File: config.mk
export PLATFORM = sky130hd
export DESIGN_NAME = divider_8
export DESIGN_NICKNAME = d
export VERILOG_FILES = /design/src/rtl/divider_8.sv
export SDC_FILE = /design/constraint.sdc
export NUM_CORES = 1
export LEC_CHECK = 0
export ABC_CLOCK_PERIOD_IN_PS = 4800
export CORE_UTILIZATION = 50
export CTS_BUF_LIST = sky130_fd_sc_hd__clkbuf_4
export DETAILED_ROUTE_END_ITERATION = 16
export GPL_TIMING_DRIVEN = 0
export HOLD_SLACK_MARGIN = 0.12
export PLACE_DENSITY = 0.74
export SYNTH_ARGS = -nofsm -noshare
export SYNTH_HDL_FRONTEND = slang
export SYNTH_SLANG_ARGS = --single-unit
File: constraint.sdc
create_clock -name Clk -period 4.8 [get_ports Clk]
set_clock_uncertainty 0.05 [all_clocks]
set_input_delay 0.96 -clock Clk [delete_from_list [all_inputs] [get_ports Clk]]
set_output_delay 0.96 -clock Clk [all_outputs]
set_load 0.02 [all_outputs]
File: src/rtl/divider_8.sv
// rtl/divider_8.sv - sequential 8-bit restoring divider, one quotient bit per clock
// Optional two's-complement operation when DIVIDER_SIGNED_EN is defined.
module divider_8 (
  input  logic       Clk,
  input  logic       Reset,
  input  logic       Execute,
  input  logic       ClearA_LoadQ,
  input  logic [7:0] Din,
  output logic [7:0] Qval,
  output logic [7:0] Rval,
  output logic       Busy,
  output logic       DivZero
);

  typedef enum logic [1:0] {IDLE, CALC, FIX, HOLD} state_t;

  state_t     state_q;
  logic [8:0] a_q;
  logic [7:0] q_q;
  logic [7:0] d_q;
  logic [2:0] cnt_q;
  logic       busy_q;
  logic       divzero_q;
  // Execute must be seen high once after reset before a press is accepted.
  logic       armed_q;

  logic [8:0] a_d;
  logic [7:0] q_d;
  logic       fits_d;

`ifdef DIVIDER_SIGNED_EN
  logic       neg_quo_q;
  logic       neg_rem_q;
  logic [7:0] dvd_mag_d;
  logic [7:0] dvs_mag_d;

  always_comb begin
    dvd_mag_d = q_q[7] ? (~q_q + 8'd1) : q_q;
    dvs_mag_d = Din[7] ? (~Din + 8'd1) : Din;
  end
`endif

  // Shift {A,Q} left by one and try to subtract the divisor from the new A.
  always_comb begin
    fits_d = ({a_q, q_q[7]} >= {2'b00, d_q});
    if (fits_d) begin
      a_d = {a_q[7:0], q_q[7]} - {1'b0, d_q};
      q_d = {q_q[6:0], 1'b1};
    end else begin
      a_d = {a_q[7:0], q_q[7]};
      q_d = {q_q[6:0], 1'b0};
    end
  end

  always_ff @(posedge Clk or negedge Reset) begin
    if (!Reset) begin
      state_q   <= IDLE;
      a_q       <= 9'd0;
      q_q       <= 8'd0;
      d_q       <= 8'd0;
      cnt_q     <= 3'd0;
      busy_q    <= 1'b0;
      divzero_q <= 1'b0;
      armed_q   <= 1'b0;
`ifdef DIVIDER_SIGNED_EN
      neg_quo_q <= 1'b0;
      neg_rem_q <= 1'b0;
`endif
    end else begin
      if (Execute) begin
        armed_q <= 1'b1;
      end
      case (state_q)
        IDLE: begin
          if (!ClearA_LoadQ) begin
            a_q       <= 9'd0;
            q_q       <= Din;
            divzero_q <= 1'b0;
          end else if (!Execute && armed_q) begin
            if (Din == 8'd0) begin
              divzero_q <= 1'b1;
              q_q       <= 8'hFF;
              a_q       <= {1'b0, q_q};
              state_q   <= HOLD;
            end else begin
`ifdef DIVIDER_SIGNED_EN
              d_q       <= dvs_mag_d;
              q_q       <= dvd_mag_d;
              neg_quo_q <= Din[7] ^ q_q[7];
              neg_rem_q <= q_q[7];
`else
              d_q       <= Din;
`endif
              a_q       <= 9'd0;
              cnt_q     <= 3'd0;
              busy_q    <= 1'b1;
              state_q   <= CALC;
            end
          end
        end
        CALC: begin
          a_q <= a_d;
          q_q <= q_d;
          if (cnt_q == 3'd7) begin
`ifdef DIVIDER_SIGNED_EN
            state_q <= FIX;
`else
            busy_q  <= 1'b0;
            state_q <= HOLD;
`endif
          end else begin
            cnt_q <= cnt_q + 3'd1;
          end
        end
`ifdef DIVIDER_SIGNED_EN
        FIX: begin
          if (neg_quo_q) begin
            q_q <= ~q_q + 8'd1;
          end
          if (neg_rem_q) begin
            a_q <= {1'b0, ~a_q[7:0] + 8'd1};
          end
          busy_q  <= 1'b0;
          state_q <= HOLD;
        end
`endif
        HOLD: begin
          if (Execute) begin
            state_q <= IDLE;
          end
        end
        default: state_q <= IDLE;
      endcase
    end
  end

  assign Qval    = q_q;
  assign Rval    = a_q[7:0];
  assign Busy    = busy_q;
  assign DivZero = divzero_q;

endmodule
==> results.yml, run 1 <==
clocking:
  numCtsBuffers: 5
  ctsHoldBuffers: 0
  htreeDepth: 2
  clockRootBuffer: "clkbuf_4"
  cts.repair.resized: 0
  cts_tree: "done"
  cts.reportedPaths.clkPinSlew_ps: 100
  post_cts_buffers: 0
  cts_buffer_depth: 2
  clk_latency_ps: 330
  cts_sinks: 33
pwr:
  peakVddDrop_mv: 0.363
  pwr-share-comb_pct: 66.4
  p_leak_nw: 1.04
  p_int_w: 0.00112
  swShare_pct: 46.7
  p_seq_share_pct: 26.1
  power.density_mw_per_mm2: 847
  power.switching_w: 0.000979
  share_clk_of_total_power_pct: 7.5
synthesis:
  synth.area.top_cells: "dfrtp_1 40%, o21ai_0 8.7%, ha_1 6.0%"
  async_flop_share_pct: 100
  ys_ff_latch: 33
  synth_cell_type_count: 48
  synth_common_cells: "36 x o21ai_0, 33 x dfrtp_1, 24 x nand2_1, 15 x inv_1"
  synth.avg_cell_area_um2: 9.13
  ys_seq_area_share_pct: 39.9
  yosysTopAreaCell: "dfrtp_1"
  synth_top_flop_cell: "dfrtp_1"
  syn_area_mm2: 0.00207
  synth.top_cell.area_share_pct: 39.9
  yosysWarnings: 0
  synth_edf_count: 0
  yosysMostFrequentCell: "o21ai_0"
  syn-num-nets: 250
  synthCells: 227
global_route:
  grt_pass1_vias: 1731
  antenna_found_initial: 0
  grtUsageTotal_pct: 24.6
  grt_pass1_wl_mm: 8.01
  grt.overflow.total: 0
  grt_max_degree: 34
setup_path:
  crit_fanout: 10
  cp.arrival_ps: 2870
  cp-start-kind: "input pin"
  cp.required_ps: 4970
  critical_path_class: "input pin to flop"
  cp-end-kind: "flop"
place:
  gp_congestion: 0.920
  place_hpwl_mm: 3.53
  port_buffers: 29
timing:
  worstMarginPinSlew_ps: 757
  rsz0062_at_grt: "no"
  setup_viol_count_final: 0
  relSlewSlack_pct: 49.5
  fmax_mhz: 369
  slew_violations: 0
  totalNegativeSetupSlack_ps: 0
  period_share_pct: 56.4
  fin_crit_ps: 2710
  hold_viol_final: 0
min_path:
  hp-class: "flop to flop"
floorplan:
  rows: 23
  die_y_um: 66.4
  die_area_mm2: 0.00441
  die_x_um: 66.4
  start_util_pct: 51.8
  core_area_mm2: 0.00400
  io_pins: 30
finish:
  layout-drive-gt1-share_pct: 13.6
  nNetsFinal: 286
  diodes: 0
  utilization_pct: 61.9
  area_growth_pct: 19.4
detailed_routing:
  routedWlPerCell_um: 14.9
  firstDrtPassIters: 4
  via_per_inst: 5.67
  drc: 0
  wl_mm: 4.67
  vias: 1780
  drt_iter0_drc: 64
  antenna_left: 0
run:
  cap_violations: 0
status:
  outcome: "completed"
## worst max-delay path: stages
cell and delay [ps]:
clkdlybuf4s50_1 440, nor4_1 510, nand2_1 240, a31o_2 360, buf_2 200, nand2_1 90, o21ai_0 80
## metal layers
metal / GRT usage (%) / routed length (um)
met3: 3.62 / 160
met2: 38.5 / 2210
met5: 0 / 0
met1: 32.6 / 2250
met4: 12.8 / 40
## stage by stage
| step | hold slack (ps) | power (W) | setup WS [ps] | std cells | cell area, um2 |
|---|---|---|---|---|---|
| after global placement | 392 | 0.00191 | 1770 | 306 | 2420 |
| after CTS | 418 | 0.00210 | 2140 | 314 | 2470 |
| after floorplan | 380 | 0.00155 | 2510 | 227 | 2070 |
| after global routing | 427 | 0.00230 | 2010 | 314 | 2470 |
| final | 415 | 0.00210 | 2090 | 314 | 2470 |
| after detailed placement | 395 | 0.00194 | 1770 | 306 | 2420 |
## layout by cell type (no fill, tap or decap), types with 2 or more instances in the layout
master,n
a31oi_1,3
o21bai_1,2
nor2_1,11
nand4_1,3
buf_2,3
a22o_1,2
clkdlybuf4s50_1,28
mux2_2,2
nand3_1,4
clkbuf_4,6
clkinv_2,2
o21ai_0,36
clkbuf_8,2
nor4_4,3
nand2b_1,2
mux2i_1,2
dfrtp_1,33
a22oi_1,5
nand2_1,24
xnor2_1,2
nor4_1,3
ha_1,10
or3_1,8
nor2b_1,2
inv_1,15
a31o_2,2
buf_4,9
xor2_1,3
nor3_1,2
o22ai_1,2
clkbuf_1,2
a21oi_1,11
o31ai_1,2
## final timing paths
path / endpoint / depth (start not counted) / startpoint / slack [ps]
worst max-delay path: Qval[0]$_DFFE_PN0P_ / 7 / Din[0] / 2090
worst min-delay path: armed_q$_DFFE_PN0P_ / 1 / armed_q$_DFFE_PN0P_ / 420
worst max register to register: a_q[1]$_DFFE_PN0P_ / 10 / Qval[7]$_DFFE_PN0P_ / 2260
worst min register to register: armed_q$_DFFE_PN0P_ / 1 / armed_q$_DFFE_PN0P_ / 420
max in group asynchronous: Qval[6]$_DFFE_PN0P_ / 1 / Reset / 3570
min in group asynchronous: a_q[2]$_DFFE_PN0P_ / 1 / Reset / 630
## power by group through the flow
stage	logic, W	registers, W	clock network, W
CTS	0.00140	0.000545	0.000161
global route	0.00156	0.000567	0.000172
detailed placement	0.00139	0.000552	0
finish	0.00139	0.000547	0.000156
global placement	0.00136	0.000550	0
floorplan	0.000982	0.000564	0
## registers in the layout, indices dropped and copies added, names as in the netlist
name     cells
Busy         1
DivZero      1
Qval         8
a_q          9
armed_q      1
cnt_q        3
d_q          8
state_q      2
## logic make-up after synthesis
group	count (synthesis)	synth area share, %
simple gates	69	19.0
fa+ha+maj	11	7.00
xor+xnor	5	2.11
buf+inv	32	8.88
mux	4	2.05
compound gates	73	21.1
flops	33	39.9
## area by class of cell
| class | count | area (um2) |
|---|---|---|
| clock inverter | 2 | 10.0 |
| timing repair buffer | 29 | 285 |
| clock buffer | 6 | 45.0 |
| tap | 50 | 62.6 |
| fill | 366 | 1530 |
| buffer | 16 | 124 |
| multi-input combinational | 162 | 1060 |
| inverter | 16 | 60.1 |
| sequential | 33 | 826 |
No activity file was read; power rests on OpenSTA's default activity.
==> run 2: changes to the inputs <==
ABC_CLOCK_PERIOD_IN_PS = 2500   (was 4800)
clock period = 2.5 ns   (was 4.8 ns; I/O delays follow)
==> results.yml, run 2 (synthesis results as in run 1) <==
clocking:
  ctsHoldBuffers: 0
  htreeDepth: 2
  cts_sinks: 33
  numCtsBuffers: 5
  cts_buffer_depth: 2
  clockRootBuffer: "clkbuf_4"
  cts_tree: "done"
  cts.reportedPaths.clkPinSlew_ps: 110
  clk_latency_ps: 330
setup_path:
  path_cells: "inv_1, ha_1, inv_1, fa_2, nand3_2, a31oi_1, nor4_4, buf_6, mux2i_1, o21ai_0"
  crit_top_cell: "inv_1"
  cp.arrival_ps: 2490
  slowest_delay_ps: 460
  critPathSlowestCell: "dfrtp_2"
  cp_num_buf_inv: 3
  critical_path_class: "flop to flop"
  cpLargestDelayFamily: "adder cells"
  rr_startpoint: "Qval[7]$_DFFE_PN0P_"
  crit_fanout: 7
  cp-start-kind: "flop"
  cp-end-kind: "flop"
  cp.required_ps: 2660
  setup.worst_path.start: "Qval[7]$_DFFE_PN0P_"
global_route:
  antenna_found_initial: 0
  grt.overflow.total: 0
  grt_pass1_wl_mm: 8.06
  grtUsageTotal_pct: 24.7
  grt_max_degree: 34
  grt_pass1_vias: 1729
finish:
  fillerInstances: 362
  final_common_cell: "o21ai_0"
  final_cell_mix: "36 x o21ai_0, 32 x dfrtp_1, 28 x clkdlybuf4s50_1, 24 x nand2_1, 15 x inv_1"
  area_growth_pct: 21.3
  diodes: 0
  nNetsFinal: 290
  largest_register_ffs: 9
  regMostFlops: "a_q"
  utilization_pct: 62.8
  layout-drive-gt1-share_pct: 16.0
  final_area_mm2: 0.00251
detailed_routing:
  wl_mm: 4.69
  drc: 0
  via_per_inst: 5.59
  vias: 1777
  drt_iter0_drc: 103
  firstDrtPassIters: 4
  antenna_left: 0
  routedWlPerCell_um: 14.8
floorplan:
  io_pins: 30
  die_area_mm2: 0.00441
  rows: 23
  start_util_pct: 51.8
  die_y_um: 66.4
  core_area_mm2: 0.00400
  die_x_um: 66.4
pwr:
  power.density_mw_per_mm2: 1640
  p_leak_nw: 1.06
  peakVddDrop_mv: 0.719
timing:
  setup_viol_count_final: 0
  fmax_mhz: 428
  rsz0062_at_grt: "no"
  fin_crit_ps: 2330
  relSlewSlack_pct: 51.1
  hold_viol_final: 0
  slew_violations: 0
  totalNegativeSetupSlack_ps: 0
  worstMarginPinSlew_ps: 733
  period_share_pct: 93.4
run:
  cap_violations: 0
place:
  gp_congestion: 0.920
  port_buffers: 29
  placed_cell_area_mm2: 0.00242
  place_hpwl_mm: 3.53
min_path:
  hp-class: "input pin to async pin"
status:
  outcome: "completed"
==> run 2: through the flow <==
stage | hold WS (ps) | std cells | power (W) | setup WS [ps]
floorplan | 154 | 227 | 0.00297 | 210
global placement | 392 | 306 | 0.00366 | -67.8
detailed placement | 395 | 306 | 0.00373 | -65.3
CTS | 183 | 315 | 0.00406 | 0.949
global route | 219 | 318 | 0.00451 | 27.3
finish | 165 | 318 | 0.00413 | 165
==> run 2: what timing repair did <==
item                       in CTS  in global routing
setup endpoints to repair       2                  7
gates resized for setup         1                  2
pin swaps                       1                  1
setup buffers                   1                  3
==> run 2: final timing paths <==
kind | endpoint | slack [ps] | depth (start not counted)
min in group Clk | armed_q$_DFFE_PN0P_ | 410 | 1
worst min register to register | armed_q$_DFFE_PN0P_ | 410 | 1
max in group asynchronous | Qval[7]$_DFFE_PN0P_ | 1720 | 1
worst max-delay path | a_q[1]$_DFFE_PN0P_ | 170 | 10
worst min-delay path | a_q[2]$_DFFE_PN0P_ | 160 | 1
worst max register to register | a_q[1]$_DFFE_PN0P_ | 170 | 10
==> run 2: power breakdown <==
part           total [W]  switching (W)  internal, W  leakage (nW)
combinational    0.00278        0.00150      0.00128         0.638
clock           0.000299       0.000181     0.000118        0.0354
sequential       0.00105       0.000237     0.000814         0.389
==> run 2: area by class of cell <==
type | count | area [um2] | area share, %
multi-input combinational | 162 | 1070 | 42.6
sequential | 33 | 827 | 32.9
timing repair buffer | 33 | 315 | 12.5
buffer | 16 | 124 | 4.93
tap | 50 | 62.6 | 2.49
inverter | 16 | 60.1 | 2.39
clock buffer | 6 | 45.0 | 1.79
clock inverter | 2 | 10.0 | 0.398
==> run 2: metal layers <==
layer	share of wire, %	track usage (%)
met1	47	32.8
met2	47	38.8
met3	5.3	3.62
met4	0.85	12.8
met5	0	0
==> run 3: changes to the inputs <==
CORE_UTILIZATION = 56   (was 50)
PLACE_DENSITY = 0.82   (was 0.74)
SLEW_MARGIN = 5   (was not set)
==> results.yml, run 3 (synthesis results as in run 1) <==
place:
  pre_cts_ws_ps: 6.46
  place_hpwl_mm: 3.51
  gp_congestion: 0.913
  port_buffers: 29
pwr:
  peakVddDrop_mv: 0.771
  p_leak_nw: 1.06
  power.density_mw_per_mm2: 1660
  power.switching_w: 0.00192
  pwr-share-comb_pct: 66.9
  swShare_pct: 46.1
  share_clk_of_total_power_pct: 7.7
  p_int_w: 0.00224
  p_seq_share_pct: 25.3
global_route:
  grt_pass1_vias: 1689
  grt.overflow.total: 0
  grt_pass1_wl_mm: 8.18
  antenna_found_initial: 0
  grtUsageTotal_pct: 27.1
  grt_max_degree: 34
timing:
  relSlewSlack_pct: 49.8
  hold_ws_ps: 161
  worstMarginPinSlew_ps: 752
  timing.final.ws_setup_ps: 87.9
  period_share_pct: 96.5
  fin_crit_ps: 2410
  hold_viol_final: 0
  fmax_mhz: 415
  setup_viol_count_final: 0
  slew_violations: 0
finish:
  layout-drive-gt1-share_pct: 15.7
  nNetsFinal: 290
  multi_input_area_mm2: 0.00107
  largest_register_ffs: 9
  regArea_um2: 827
  area_growth_pct: 21.2
  final_common_cell: "o21ai_0"
  final_cell_mix: "36 x o21ai_0, 32 x dfrtp_1, 28 x clkdlybuf4s50_1, 24 x nand2_1, 15 x inv_1"
  diodes: 0
  fillerInstances: 252
  regMostFlops: "a_q"
setup_path:
  critical_path_class: "flop to flop"
  cp.arrival_ps: 2600
  crit_fanout: 5
  cp.required_ps: 2690
  cp-start-kind: "flop"
  cp-end-kind: "flop"
floorplan:
  die_y_um: 62.8
  core_area_mm2: 0.00344
  io_pins: 30
  rows: 21
  start_util_pct: 60.2
  die_area_mm2: 0.00395
  die_x_um: 62.8
detailed_routing:
  drc: 0
  firstDrtPassIters: 4
  drt_iter0_drc: 179
  antenna_left: 0
  routedWlPerCell_um: 15.2
  via_per_inst: 5.70
  wl_mm: 4.78
  vias: 1791
run:
  cap_violations: 0
clocking:
  clk_latency_ps: 350
  cts.reportedPaths.clkPinSlew_ps: 100
  htreeDepth: 2
  cts_sinks: 33
  cts_buffer_depth: 2
  clockRootBuffer: "clkbuf_4"
  cts_tree: "done"
  numCtsBuffers: 5
status:
  outcome: "completed"
min_path:
  hp-class: "input pin to async pin"
==> run 3: cell count changes in the layout (fill, tap and decap cells not counted), sizes merged <==
cell | previous run | this run
clkbuf | 10 | 12
clkinv | 2 | 0
==> run 3: final timing paths <==
check / start / to / slack, ps / depth (start not counted)
worst min-delay path: Reset / d_q[3]$_DFFE_PN0P_ / 160 / 1
min in group Clk: armed_q$_DFFE_PN0P_ / armed_q$_DFFE_PN0P_ / 430 / 1
worst min register to register: armed_q$_DFFE_PN0P_ / armed_q$_DFFE_PN0P_ / 430 / 1
worst max register to register: Qval[7]$_DFFE_PN0P_ / a_q[6]$_DFFE_PN0P_ / 90 / 10
worst max-delay path: Qval[7]$_DFFE_PN0P_ / a_q[6]$_DFFE_PN0P_ / 90 / 10
max in group asynchronous: Reset / Qval[7]$_DFFE_PN0P_ / 1700 / 1
==> run 3: power by group through the flow <==
stage	Sequential, W	Combinational, W	Clock (W)
floorplan	0.00108	0.00189	0
global placement	0.00105	0.00259	0
detailed placement	0.00106	0.00265	0
CTS	0.00105	0.00267	0.000331
global route	0.00109	0.00308	0.000355
finish	0.00105	0.00278	0.000321
==> run 3: final cells by class <==
class / count / area share (%)
Buffer: 16 / 4.93
Clock buffer: 8 / 2.39
Inverter: 16 / 2.39
Multi-Input combinational cell: 162 / 42.5
Sequential cell: 33 / 32.9
Tap cell: 46 / 2.29
Timing Repair Buffer: 33 / 12.6
==> run 3: repair_timing <==
| action | 4_1_cts | 5_1_grt |
|---|---|---|
| resized for setup | 0 | 2 |
| endpoints found under the setup margin | 0 | 9 |
| buffers inserted | 0 | 4 |
| hold buffers | 0 | 0 |
==> run 3: per-stage QoR <==
step,total power [W],std cells,setup TNS (ps),utilization (%),cell area [um2]
2_1_floorplan,0.00297,227,0,-,2070
3_3_place_gp,0.00364,302,0,70.3,2420
3_5_place_dp,0.00372,302,0,70.2,2410
4_1_cts,0.00406,310,0,71.9,2470
5_1_grt,0.00453,314,-24.2,73.0,2510
6_report,0.00416,314,0,73.0,2510
==> run 3: critical path: stages (launching register included) <==
cell	delay [ps]
dfrtp_2	450
inv_1	70
ha_1	130
inv_1	60
fa_1	420
nand3_2	120
a31oi_1	130
nor4_4	320
buf_4	190
nor4_1	60
a2111oi_1	310
==> run 3: per-layer routing <==
layer,track usage (%),part of all wire (%),up-vias
met1,35.7,43,846
met3,5.11,4.8,5
met5,0,0,-
met4,10.2,1.4,0
met2,44.2,51,51
li1,-,-,889
